**src/rtl/risc_v_mike_pkg.sv**
```systemverilog
// rtl/risc_v_mike_pkg.sv - shared types and constants for the risc_v_mike MMIO peripherals
// Contents: UART TX framing state enum, UART TX register offsets, status field width.
package risc_v_mike_pkg;

   typedef enum logic [1:0] {
      UART_TX_IDLE,
      UART_TX_START,
      UART_TX_DATA,
      UART_TX_STOP
   } t_uart_tx_state;

   localparam logic [31:0] UART_TX_DATA_OFFSET   = 32'd0;
   localparam logic [31:0] UART_TX_STATUS_OFFSET = 32'd4;
   localparam int          UART_TX_STATUS_W      = 12;

endpackage

```
**src/rtl/risc_v_mike_sync_fifo.sv**
```systemverilog
// rtl/risc_v_mike_sync_fifo.sv - single-clock FIFO with occupancy count
// Ports:
//   clk, rst          clock, synchronous active-high reset
//   push_i/push_data_i write request and data; accepted when not full or when popping
//   pop_i/pop_data_o   read request; pop_data_o is the current head (show-ahead)
//   full_o, empty_o, count_o  occupancy flags and count (one bit wider than pointers)
module risc_v_mike_sync_fifo #(
   parameter int WIDTH = 8,
   parameter int DEPTH = 8
) (
   input  logic                     clk,
   input  logic                     rst,
   input  logic                     push_i,
   input  logic [WIDTH-1:0]         push_data_i,
   input  logic                     pop_i,
   output logic [WIDTH-1:0]         pop_data_o,
   output logic                     full_o,
   output logic                     empty_o,
   output logic [$clog2(DEPTH):0]   count_o
);

   localparam int PTR_W = $clog2(DEPTH);
   localparam int CNT_W = PTR_W + 1;

   logic [WIDTH-1:0] mem_q [DEPTH];
   logic [PTR_W-1:0] wr_ptr_q, wr_ptr_d;
   logic [PTR_W-1:0] rd_ptr_q, rd_ptr_d;
   logic [CNT_W-1:0] count_q, count_d;
   logic             do_push;
   logic             do_pop;

   assign full_o     = (count_q == CNT_W'(DEPTH));
   assign empty_o    = (count_q == '0);
   assign count_o    = count_q;
   assign pop_data_o = mem_q[rd_ptr_q];

   // A push into a full FIFO is still taken when the head leaves the same cycle.
   assign do_pop  = pop_i && !empty_o;
   assign do_push = push_i && (!full_o || do_pop);

   always_comb begin
      wr_ptr_d = wr_ptr_q;
      rd_ptr_d = rd_ptr_q;
      if (do_push) wr_ptr_d = wr_ptr_q + PTR_W'(1);
      if (do_pop)  rd_ptr_d = rd_ptr_q + PTR_W'(1);
      count_d = count_q + CNT_W'(do_push) - CNT_W'(do_pop);
   end

   always_ff @(posedge clk) begin
      if (rst) begin
         wr_ptr_q <= '0;
         rd_ptr_q <= '0;
         count_q  <= '0;
      end else begin
         wr_ptr_q <= wr_ptr_d;
         rd_ptr_q <= rd_ptr_d;
         count_q  <= count_d;
      end
   end

   always_ff @(posedge clk) begin
      if (do_push) mem_q[wr_ptr_q] <= push_data_i;
   end

endmodule

```
**src/rtl/risc_v_mike_mmio_uart_tx.sv**
```systemverilog
// rtl/risc_v_mike_mmio_uart_tx.sv - MMIO UART transmitter (8N1) with TX FIFO and status register
// Ports:
//   clk, rst               clock, synchronous active-high reset
//   data_mmio_addr         byte address; MMIO_BASE = TX data, MMIO_BASE+4 = status
//   data_mmio_wr_addr_val  write strobe
//   data_mmio_wr_data      store data, [7:0] used for TX data
//   data_mmio_rd_data      combinational read: {20'b0, count, overflow, busy, empty, full}
//   tx                     registered serial output, idle high
module risc_v_mike_mmio_uart_tx
   import risc_v_mike_pkg::*;
#(
   parameter int          CLKS_PER_BIT = 868,
   parameter int          FIFO_DEPTH   = 8,
   parameter logic [31:0] MMIO_BASE    = 32'hFFFF0000
) (
   input  logic        clk,
   input  logic        rst,
   input  logic [31:0] data_mmio_addr,
   input  logic        data_mmio_wr_addr_val,
   input  logic [31:0] data_mmio_wr_data,
   output logic [31:0] data_mmio_rd_data,
   output logic        tx
);

   localparam int                BAUD_W    = $clog2(CLKS_PER_BIT);
   localparam logic [BAUD_W-1:0] BAUD_LAST = BAUD_W'(CLKS_PER_BIT - 1);
   localparam int                CNT_W     = $clog2(FIFO_DEPTH) + 1;

   t_uart_tx_state    state_q, state_d;
   logic [BAUD_W-1:0] baud_q, baud_d;
   logic [2:0]        bit_q, bit_d;
   logic [7:0]        shift_q, shift_d;
   logic              tx_q, tx_d;
   logic              overflow_q, overflow_d;

   logic              fifo_pop;
   logic [7:0]        fifo_head;
   logic              fifo_full;
   logic              fifo_empty;
   logic [CNT_W-1:0]  fifo_count;

   logic              data_sel, status_sel;
   logic              data_wr, status_wr;
   logic              busy;
   logic [UART_TX_STATUS_W-1:0] status;
   logic              unused_wr_data;

   assign data_sel   = (data_mmio_addr == MMIO_BASE + UART_TX_DATA_OFFSET);
   assign status_sel = (data_mmio_addr == MMIO_BASE + UART_TX_STATUS_OFFSET);
   assign data_wr    = data_mmio_wr_addr_val && data_sel;
   assign status_wr  = data_mmio_wr_addr_val && status_sel;
   assign unused_wr_data = ^data_mmio_wr_data[31:8];

   risc_v_mike_sync_fifo #(
      .WIDTH (8),
      .DEPTH (FIFO_DEPTH)
   ) u_tx_fifo (
      .clk         (clk),
      .rst         (rst),
      .push_i      (data_wr),
      .push_data_i (data_mmio_wr_data[7:0]),
      .pop_i       (fifo_pop),
      .pop_data_o  (fifo_head),
      .full_o      (fifo_full),
      .empty_o     (fifo_empty),
      .count_o     (fifo_count)
   );

   // Set wins over a same-cycle clear from a status write.
   assign overflow_d = (data_wr && fifo_full && !fifo_pop) || (overflow_q && !status_wr);

   assign busy   = (state_q != UART_TX_IDLE);
   assign status = {8'(fifo_count), overflow_q, busy, fifo_empty, fifo_full};
   assign data_mmio_rd_data = status_sel ? {{(32-UART_TX_STATUS_W){1'b0}}, status} : 32'h0;
   assign tx = tx_q;

   always_comb begin
      state_d  = state_q;
      baud_d   = baud_q;
      bit_d    = bit_q;
      shift_d  = shift_q;
      fifo_pop = 1'b0;
      case (state_q)
         UART_TX_IDLE: begin
            if (!fifo_empty) begin
               fifo_pop = 1'b1;
               shift_d  = fifo_head;
               baud_d   = '0;
               bit_d    = '0;
               state_d  = UART_TX_START;
            end
         end
         UART_TX_START: begin
            if (baud_q == BAUD_LAST) begin
               baud_d  = '0;
               state_d = UART_TX_DATA;
            end else begin
               baud_d = baud_q + BAUD_W'(1);
            end
         end
         UART_TX_DATA: begin
            if (baud_q == BAUD_LAST) begin
               baud_d  = '0;
               shift_d = {1'b0, shift_q[7:1]};
               bit_d   = bit_q + 3'd1;
               if (bit_q == 3'd7) state_d = UART_TX_STOP;
            end else begin
               baud_d = baud_q + BAUD_W'(1);
            end
         end
         UART_TX_STOP: begin
            if (baud_q == BAUD_LAST) begin
               baud_d = '0;
               // Chain straight into the next start bit when more data is queued.
               if (!fifo_empty) begin
                  fifo_pop = 1'b1;
                  shift_d  = fifo_head;
                  bit_d    = '0;
                  state_d  = UART_TX_START;
               end else begin
                  state_d = UART_TX_IDLE;
               end
            end else begin
               baud_d = baud_q + BAUD_W'(1);
            end
         end
         default: state_d = UART_TX_IDLE;
      endcase

      // The line level is decided from the upcoming state so tx leaves a flop
      // aligned with the state it belongs to.
      case (state_d)
         UART_TX_START: tx_d = 1'b0;
         UART_TX_DATA:  tx_d = shift_d[0];
         default:       tx_d = 1'b1;
      endcase
   end

   always_ff @(posedge clk) begin
      if (rst) begin
         state_q    <= UART_TX_IDLE;
         baud_q     <= '0;
         bit_q      <= '0;
         shift_q    <= '0;
         tx_q       <= 1'b1;
         overflow_q <= 1'b0;
      end else begin
         state_q    <= state_d;
         baud_q     <= baud_d;
         bit_q      <= bit_d;
         shift_q    <= shift_d;
         tx_q       <= tx_d;
         overflow_q <= overflow_d;
      end
   end

endmodule
```
**config.mk**
```make
export PLATFORM = sky130hd
export DESIGN_NAME = risc_v_mike_mmio_uart_tx
export DESIGN_NICKNAME = d
export VERILOG_FILES = /design/src/rtl/risc_v_mike_pkg.sv /design/src/rtl/risc_v_mike_sync_fifo.sv /design/src/rtl/risc_v_mike_mmio_uart_tx.sv
export SDC_FILE = /design/constraint.sdc
export NUM_CORES = 1
export LEC_CHECK = 0
export ABC_CLOCK_PERIOD_IN_PS = 4700
export CORE_MARGIN = 4
export CORE_UTILIZATION = 52
export CTS_CLUSTER_SIZE = 12
export DETAILED_ROUTE_END_ITERATION = 6
export GPL_ROUTABILITY_DRIVEN = 0
export PLACE_DENSITY_LB_ADDON = 0.1
export SETUP_SLACK_MARGIN = 0.3
export SLEW_MARGIN = 5
export SYNTH_ARGS = -nofsm -noshare
export SYNTH_HDL_FRONTEND = slang
export SYNTH_HIERARCHICAL = 1
export SYNTH_SLANG_ARGS = --single-unit
```
**constraint.sdc**
```tcl
create_clock -name clk -period 4.7 [get_ports clk]
set_clock_uncertainty 0.1 [all_clocks]
set_input_delay 0.94 -clock clk [delete_from_list [all_inputs] [get_ports clk]]
set_output_delay 0.94 -clock clk [all_outputs]
set_load 0.01 [all_outputs]
```
# After elaboration in Yosys (flattened, before gate mapping)
# Memories as Yosys holds them, arrays and structs flattened. A register that Yosys moved wholly into a read port is not among the register bits.
# Cells that the tools add are included.
word_totals:
  rom_bits: 0
  ff_bits: 35
  word_cells: 76
  mem_bits_rw: 64
  latchBits: 0
  inputBits: 67
  mem_count: 1
mem_list:
  columns: ["name", "depth", "width", "rd", "rd_clocked_by_memory_dff", "wr", "line_no", "text"]
  rows:
  - ["u_tx_fifo.mem_q", 8, 8, 1, 1, 1, "risc_v_mike_sync_fifo.sv:25", "logic [WIDTH-1:0] mem_q [DEPTH];"]
classes:
  reduce_logical: 19
  n_mux: 27
  addsub: 6
  n_mul: 0
  n_eq_ne: 13
  n_div: 0
  shift: 0
  n_bitwise: 0
  n_lt_le_gt_ge: 0
ops:
  columns: ["op", "count"]
  rows:
  - ["$eq 32x32->1 const B", 2]
  - ["$mux 8", 4]
  - ["$pmux 8 s3", 1]
  - ["$mux 10", 2]
  - ["$pmux 10 s2", 1]
  - ["$mux 3", 5]
  - ["$add 10x1->10 const B", 1]
  - ["$eq 10x10->1 const B", 1]
  - ["$mux 2", 5]
  - ["$add 3x1->3 const B", 3]
  - ["$pmux 3 s3", 1]
  - ["$pmux 2 s4", 1]
  - ["$logic_and 1x1->1", 7]
  - ["$eq 2x2->1 const B", 3]
  - ["$ne 2x2->1 const B", 3]
  - ["$mux 1", 5]
  - ["$add 4x1->4", 1]
  - ["$eq 2x1->1 const B", 2]
  - ["$eq 4x4->1 const B", 1]
  - ["$logic_not 1->1", 4]
  - ["$logic_not 4->1", 1]
  - ["$pmux 1 s2", 2]
  - ["$sub 4x1->4", 1]
  - ["$eq 3x3->1 const B", 1]
  - ["other kinds (6)", 7]

# Depth between registers and ports, before layout
# Gate-level depths: netlist (run 1).
depth:
  depth_word: 9
  ltp_mapped: 14
  depth_no_buf: 13

# Hierarchy
# The synthesis (run 1) kept the hierarchy.
modules_own_cells:
  columns: ["module", "n_inst", "cells_per_inst", "area_each_um2"]
  rows:
  - ["risc_v_mike_sync_fifo", 1, 186, 3188.1]
  - ["risc_v_mike_mmio_uart_tx", 1, 203, 1699.1]

# Worst setup path before layout (run 1)
# No wires, ideal clock.
synth_path:
  path_type: "register to register"
  from: "reg u_tx_fifo.count_q[2] (netlist: u_tx_fifo/count_o[2])"
  to: "mem u_tx_fifo.mem_q[0][0], enable pin"
  n_path_buf: 0
  setup_ns: 0.395
  setup_slack_ns: 1.195
  path_stages_with_launch: 10
  required_time_ns: 4.205
  t_arrival_ns: 3.011
  period_less_slack_ns: 3.505
  cell_sequence: "dfxtp_1 -> inv_1 -> ha_1 -> nor3b_1 -> nand2b_1 -> o41ai_2 -> nor2b_1 -> nor2b_1 -> nor2_1 -> nor4_1"
synth_between:
  elab_chain_len: 9
synth_lines:
  columns: ["item", "line_no", "text"]
  rows:
  - ["start, declared", "risc_v_mike_sync_fifo.sv:28", "logic [CNT_W-1:0] count_q, count_d;"]
  - ["start signal, assigned", "risc_v_mike_sync_fifo.sv:57", "count_q <= count_d;"]
  - ["$logic_not 4->1 *", "risc_v_mike_sync_fifo.sv:33", "assign empty_o = (count_q == '0);"]
  - ["via fifo_empty", "risc_v_mike_mmio_uart_tx.sv:39", "logic fifo_empty;"]
  - ["$mux 1 *", "risc_v_mike_mmio_uart_tx.sv:85, risc_v_mike_mmio_uart_tx.sv:115", null]
  - ["$mux 1", "risc_v_mike_mmio_uart_tx.sv:112", "if (baud_q == BAUD_LAST) begin"]
  - ["$pmux 1 s2 *", "risc_v_mike_mmio_uart_tx.sv:83", "case (state_q)"]
  - ["via fifo_pop", "risc_v_mike_mmio_uart_tx.sv:36", "logic fifo_pop;"]
  - ["$logic_and 1x1->1 *", "risc_v_mike_sync_fifo.sv:38", "assign do_pop = pop_i && !empty_o;"]
  - ["$logic_or 1x1->1 *", "risc_v_mike_sync_fifo.sv:39", "assign do_push = push_i && (!full_o || do_pop);"]
  - ["$logic_and 1x1->1 *", "risc_v_mike_sync_fifo.sv:39", null]
  - ["$mux 1 *", "risc_v_mike_sync_fifo.sv:62", "if (do_push) mem_q[wr_ptr_q] <= push_data_i;"]
  - ["$mux 1 (not written as such) *", "risc_v_mike_sync_fifo.sv:62", null]
  - ["end, declared", "risc_v_mike_sync_fifo.sv:25", null]
# Mark *: on every way through the listed nets, which the timed path passes. The rest lies on a longest branch.

# Final worst setup path (run 1)
layout_path:
  from: "in data_mmio_addr[16]"
  to: "out data_mmio_rd_data[1]"
layout_between:
  elab_chain_len: 2
layout_lines:
  columns: ["item", "line_no", "text"]
  rows:
  - ["start, declared", "risc_v_mike_mmio_uart_tx.sv:18", "input logic [31:0] data_mmio_addr,"]
  - ["$eq 32x32->1", "risc_v_mike_mmio_uart_tx.sv:49", "assign status_sel = (data_mmio_addr == MMIO_BASE + UART_TX_STATUS_OFFSET);"]
  - ["$mux 8", "risc_v_mike_mmio_uart_tx.sv:74", "assign data_mmio_rd_data = status_sel ? {{(32-UART_TX_STATUS_W){1'b0}}, status} : 32'h0;"]
  - ["end, declared", "risc_v_mike_mmio_uart_tx.sv:21", "output logic [31:0] data_mmio_rd_data,"]
# No other way between the ends.

==> summary.txt, run 1 <==
Outcome
  • Run status: complete, no violations

GRT
  • Vias in the first global route: 3096
  • Overall overflow remaining after global route: 0
  • Global-route wire length before repair: approximately 16000 um
  • Largest net degree at the start of global routing: 24
  • Number of antenna violations at the first check in global routing: 0
  • GR Util All Layers: roughly 18%

Route
  • Total length of routed wires: roughly 9500 um
  • Number of vias per cell: between 5 and 6
  • DR iter-0 viols: 172
  • Antenna-violating nets left: 0
  • DRC: 0
  • Vias after detailed routing: around 3200
  • Routed len/inst: 16.8 um
  • Count of TritonRoute iterations in the first routing pass: 4

Worst setup path
  • Worst R2R Setup Slack: approximately 1.1 ns
  • Category of the worst setup path launch point: input pin
  • Kind of end point of the critical path: primary output
  • Critical path destination: data_mmio_rd_data[1]
  • Reg-to-reg endpoint: u_tx_fifo/mem_q[0][0]
  • Reg2Reg Depth: 12
  • Launching point of the worst reg2reg path: u_tx_fifo/count_o[2]
  • Launch point of the worst path: data_mmio_addr[16]
  • Required time reported for the critical path endpoint: around 3.7 ns
  • Worst path arrival time: between 2 and 3 ns
  • Startpoint-to-endpoint class of the critical path: in2out
  • Worst-path fanout max: 8

Layout
  • Core occupancy in the finished layout: approximately 62%
  • Final Instance Count excl. Fillers: 565
  • Layout cells sized above 1: around 13%
  • Antenna diode count: 0
  • Number of nets at the end of the flow: 533
  • Area delta synth->final: 16.0%

Synthesis
  • Total of warnings raised by yosys: 6
  • Synth async-reset ratio: 0%
  • Yosys reg bits: between 100 and 150
  • Number of flops mapped to enable cells by yosys: between 60 and 70
  • XOR/XNOR share of the synthesized area: 0.179%
  • Synth Area in Simple Gates: 13.8%
  • Compound-Gate Fraction of Synth Area: about 10%
  • Leading register cell type out of synthesis: edfxtp_1
  • Number of library cell types mapped by synthesis: 57
  • Area fraction of the dominant cell type after synthesis: about two fifths
  • Main area contributors after synthesis: edfxtp_1, dfxtp_1, mux4_2
  • Mux share of post-synthesis cell area: between 10 and 15%
  • Post-synthesis adder-cell area fraction: approximately 4.5%
  • Synth Area per Inst: 12.6 um^2
  • Synth area leader: edfxtp_1
  • Cells after synthesis: around 390
  • Post-synthesis instance area: ~4900 um^2
  • Cell with the most instances after synthesis: edfxtp_1
  • Most used standard cells in the synthesized netlist: edfxtp_1, dfxtp_1, nor2_1, buf_4, nand2_1
  • Dominant combinational cell family by area after synthesis: simple AND/OR/NAND/NOR gates
  • Post-synthesis sequential area ratio: a little over half

CTS
  • Clock H-tree levels: 3
  • Clock sinks: between 100 and 150
  • Clock tree from TritonCTS: done
  • Total of cells resized after clock tree synthesis: 0
  • Post-CTS setup buffer count: 0
  • Maximum clock insertion buffer count: 2
  • Root Driver: clkbuf_8
  • Number of buffers inserted by hold repair at cts: 0
  • Clock transition time at the flip-flop clock pins of the worst setup and hold paths: approximately 0.090 ns
  • Clock Latency Late Sink: ~0.36 ns
  • TritonCTS buffer count: 9

Die
  • Core Area: 9200 um^2
  • Vertical die dimension: between 100 and 150 um
  • Cell Rows: 35
  • Total I/O pin count: 100
  • Overall die area: about 11000 um^2
  • Die W: 105 um
  • Initial cell density of the core: a little over half

Timing
  • Total negative slack for setup checks: 0 ns
  • Endpoints failing setup: 0
  • Worst-Margin Slew: 0.903 ns
  • Total count of hold-check failures in the final report: 0
  • Pins Over Slew Limit: 0
  • RSZ-0062 raised after global routing: no
  • Maximum operating frequency: 248 MHz
  • Final critical-path required period: approximately 4 ns
  • Portion of the clock cycle consumed by the worst path in the final layout: between 80% and 90%
  • Slew HR: between 30% and 40%

Power and ir drop
  • Highest ir drop seen on vdd: between 0.2 and 0.25 mV
  • Power Dens Cells: around 400 nW/um^2
  • Static leakage: 1.94 nW
  • Overall power consumption: 2.26 mW

Job
  • # Max-Cap Violations: 0

Placed design
  • IO buf count: 51
  • Half-perimeter wire length after detailed placement: ~6800 um
  • Cell total after placement: around 550

Min path
  • Hold Path Cell Cnt: 1
  • Path type of the worst min-delay path: reg2reg
flip-flops by register name, summed over array words and instances (netlist names), named ones only:
signal,count
u_tx_fifo/mem_q,64
state_q,2
u_tx_fifo/rd_ptr_q,3
bit_q,3
baud_q,10
u_tx_fifo/wr_ptr_q,3
u_tx_fifo/count_o,4
shift_q,8
tx,1
overflow_q,1
where the power goes:
group          total [mW]  internal (mW)  switching (mW)
sequential           1.05           1.00          0.0474
combinational       0.650          0.296           0.353
clock               0.561          0.257           0.304
metal layers:
layer  GRT usage (%)  wire length, um
met1            24.6             4240
met2            29.8             4880
met3            3.52              348
met4            4.50               31
met5               0                0
worst max-delay path, cell delays in order:
cell	delay [ns]
clkdlybuf4s50_1	0.47
nand4_1	0.09
nor4_1	0.44
and3_1	0.35
and2_1	0.16
clkdlybuf4s50_1	0.54
through the flow:
| step | area, um^2 | worst slack (ns) | hold WS [ns] |
|---|---|---|---|
| final | 5670 | 0.669 | 0.365 |
| after detailed placement | 5470 | 0.663 | 0.350 |
| after global placement | 5470 | 0.673 | 0.342 |
| after floorplan | 4970 | 1.19 | 0.332 |
| after CTS | 5670 | 0.653 | 0.373 |
| after global routing | 5670 | 0.486 | 0.389 |
cells in the final DEF, fill, tap and decap left out, types with 8 or more instances in the layout:
master            n
clkdlybuf4s50_1  51
clkbuf_8          9
conb_1           24
nor2b_1           8
dfxtp_1          38
mux4_2           16
a21oi_1          12
and2_1            9
o21ai_0          11
nand2_1          20
inv_1            12
ha_1             16
nand3_1           9
nor2_1           26
edfxtp_1         64
buf_4            14
mux2_2           10
area by class of cell:
type / count / area, um^2
clock inverters: 6 / 77.6
inverters: 12 / 45.0
fillers: 724 / 3530
multi-input cells: 259 / 1980
repair buffers: 65 / 616
clock buffers: 10 / 128
flip-flops and latches: 102 / 2680
well taps: 111 / 139
cells by family after synthesis:
logic type | Yosys count
AOI/OAI and AO/OA | 65
xor gates and xnor gates | 1
adders and majority gates | 17
buffers and inverters | 51
DFF | 102
muxes | 29
other | 1
and+or+nand+nor | 123
worst min path at each step:
stage | from | end
after floorplan | shift_q[2] | shift_q[2]
after global placement | overflow_q | overflow_q
after detailed placement | overflow_q | overflow_q
after CTS | overflow_q | overflow_q
after global routing | shift_q[5] | shift_q[5]
final | overflow_q | overflow_q
Power figures use the tool's default switching activity.
==> run 2, diff against run 1 <==
Settings changed: CORE_MARGIN 4 to 5.
==> run 2 against run 1 <==
Against the previous run:
- sequential cell count did not move
- worst hold slack better by 0.0045 ns
- count of clock-buffer cells in the layout is 1 lower
- non-clock buffer count unchanged
- critical endpoint is now data_mmio_rd_data[0]
- highest routed layer unchanged
==> summary.txt, run 2 (synthesis gave the netlist of run 1 again) <==
Outcome
  • Run status: complete, no violations

Timing
  • Maximum operating frequency: ~250 MHz
  • Portion of the clock cycle consumed by the worst path in the final layout: 85.7%
  • Final critical-path required period: 4.03 ns
  • Pins Over Slew Limit: 0
  • Final critical-path setup slack: 0.672 ns
  • Worst-Margin Slew: just under 0.9 ns
  • Total count of hold-check failures in the final report: 0
  • Total negative slack for setup checks: 0 ns
  • Slew HR: between 40% and 50%
  • RSZ-0062 raised after global routing: no
  • Endpoints failing setup: 0
  • Post-route worst hold slack: about 0.37 ns

Layout
  • Number of nets at the end of the flow: 533
  • Area delta synth->final: 16.1%
  • Most common library cell in the layout ignoring fill and taps: edfxtp_1
  • Top reg by flops: u_tx_fifo/mem_q
  • Antenna diode count: 0
  • Top Registers: u_tx_fifo/mem_q x64, baud_q x10, shift_q x8
  • Final Instance Count excl. Fillers: approximately 570
  • Total non-filler cell area in the finished layout: 5680 um^2
  • Fillers: between 700 and 800
  • Flip-flop count of the largest register, all copies and words added: 64
  • Most used cells in the layout excluding fill and tap cells: edfxtp_1, clkdlybuf4s50_1, dfxtp_1, nor2_1, conb_1
  • Layout cells sized above 1: 13.4%
  • Core occupancy in the finished layout: between 60% and 70%

Worst setup path
  • Worst path arrival time: approximately 3 ns
  • Cell with the most instances on the worst path: clkdlybuf4s50_1
  • Kind of end point of the critical path: primary output
  • Slowest cell on crit path: clkdlybuf4s50_1
  • Startpoint-to-endpoint class of the critical path: in2out
  • Worst-path fanout max: 8
  • Critical path, cell by cell: clkdlybuf4s50_1, nand4_1, nor4_1, and3_1, and2_1, clkdlybuf4s50_1
  • Buffers plus inverters on the worst setup path: 2
  • Category of the worst setup path launch point: input pin
  • Required time reported for the critical path endpoint: approximately 3.7 ns
  • Max incr delay on CP: 0.55 ns
  • Top cell family by delay on the critical path: simple AND/OR/NAND/NOR gates

GRT
  • Vias in the first global route: 3191
  • Largest net degree at the start of global routing: 20
  • Overall overflow remaining after global route: 0
  • Number of antenna violations at the first check in global routing: 0
  • GR Util All Layers: between 10% and 20%
  • Global-route wire length before repair: 15600 um

Power and ir drop
  • Switching part of the total: between 30% and 40%
  • Switching Power: ~0.72 mW
  • Overall power consumption: ~2.3 mW
  • Highest ir drop seen on vdd: 0.240 mV
  • Clock network fraction of total power: 25.3%
  • Portion of total power attributed to combinational logic: between 20% and 30%
  • Internal power consumption: around 1.6 mW
  • Static leakage: slightly below 2 nW
  • Power Dens Cells: roughly 400 nW/um^2
  • Sequential share of power: a little under half

Die
  • Vertical die dimension: between 100 and 150 um
  • Overall die area: approximately 11000 um^2
  • Core Area: 9200 um^2
  • Initial cell density of the core: 53.1%
  • Cell Rows: 35
  • Total I/O pin count: 100
  • Die W: between 100 and 150 um

Route
  • Routed len/inst: around 17 um
  • Total length of routed wires: about 9600 um
  • Total length of routed met2 wires: slightly below 5000 um
  • DRC: 0
  • DR top layer: met4
  • Met3 routed wirelength: 382 um
  • Count of TritonRoute iterations in the first routing pass: 4
  • Routed metal-1 wire length: between 4000 and 5000 um
  • Antenna-violating nets left: 0
  • Number of vias per cell: between 5 and 6
  • DR iter-0 viols: 150
  • Vias after detailed routing: approximately 3200

Placed design
  • Cell total after placement: roughly 550
  • DP Worst Slack: about 0.66 ns
  • IO buf count: between 50 and 60
  • Instance area at placement: between 5000 and 6000 um^2
  • Half-perimeter wire length after detailed placement: approximately 6700 um

CTS
  • Maximum clock insertion buffer count: 2
  • Post-CTS setup buffer count: 0
  • Clock transition time at the flip-flop clock pins of the worst setup and hold paths: approximately 0.1 ns
  • Clock tree from TritonCTS: done
  • Number of buffers inserted by hold repair at cts: 0
  • Root Driver: clkbuf_8
  • TritonCTS buffer count: 9
  • Clock Latency Late Sink: about 0.36 ns
  • Clock sinks: about 100
  • Total of cells resized after clock tree synthesis: 0
  • Clock H-tree levels: 3

Job
  • # Max-Cap Violations: 0

Min path
  • Path type of the worst min-delay path: reg2reg
-- run 2: changes by cell type in the layout (fill, tap and decap cells not counted) --
cell,previous run,this run
clkbuf_1,1,0
clkinv_1,0,1
clkinv_4,1,0
inv_6,1,0
inv_8,2,4
-- run 2: worst reg2reg max path, delay by kind of cell (launching register included) --
family                   cells  cell delay [ns]
buffers and inverters        4             0.68
AO/OA/AOI/OAI                2             0.48
flip-flops                   1             0.33
adder cells (fa/ha/maj)      1             0.21
AND/OR/NAND/NOR              5             1.42
-- run 2: power by group through the flow --
stage	logic, mW	registers (mW)	clock network (mW)
3_5_place_dp	0.654	1.07	0
2_1_floorplan	0.490	1.05	0
3_3_place_gp	0.639	1.07	0
6_report	0.655	1.05	0.577
4_1_cts	0.658	1.05	0.593
5_1_grt	0.743	1.05	0.629
-- run 2: per-layer routing --
metal | global-route usage (%) | up-vias
li1 | - | 1563
met1 | 22.5 | 1536
met2 | 29.6 | 54
met3 | 3.85 | 5
met4 | 4.75 | 0
met5 | 0 | -
-- run 2: final cells by class --
cell class	instances	area (um^2)	area share, %
flip-flops and latches	102	2680	47.3
multi-input cells	259	1980	34.9
repair buffers	65	616	10.8
well taps	111	139	2.45
clock buffers	9	124	2.18
clock inverters	7	86.3	1.52
inverters	12	45.0	0.794
-- run 2: path summary, 6_finish.rpt --
path	start	to	slack [ns]	depth (start not counted)
max	data_mmio_addr[17]	data_mmio_rd_data[0]	0.67	6
min	overflow_q	overflow_q	0.37	1
max reg2reg	u_tx_fifo/count_o[2]	u_tx_fifo/mem_q[5][2]	1.18	12
min reg2reg	overflow_q	overflow_q	0.37	1
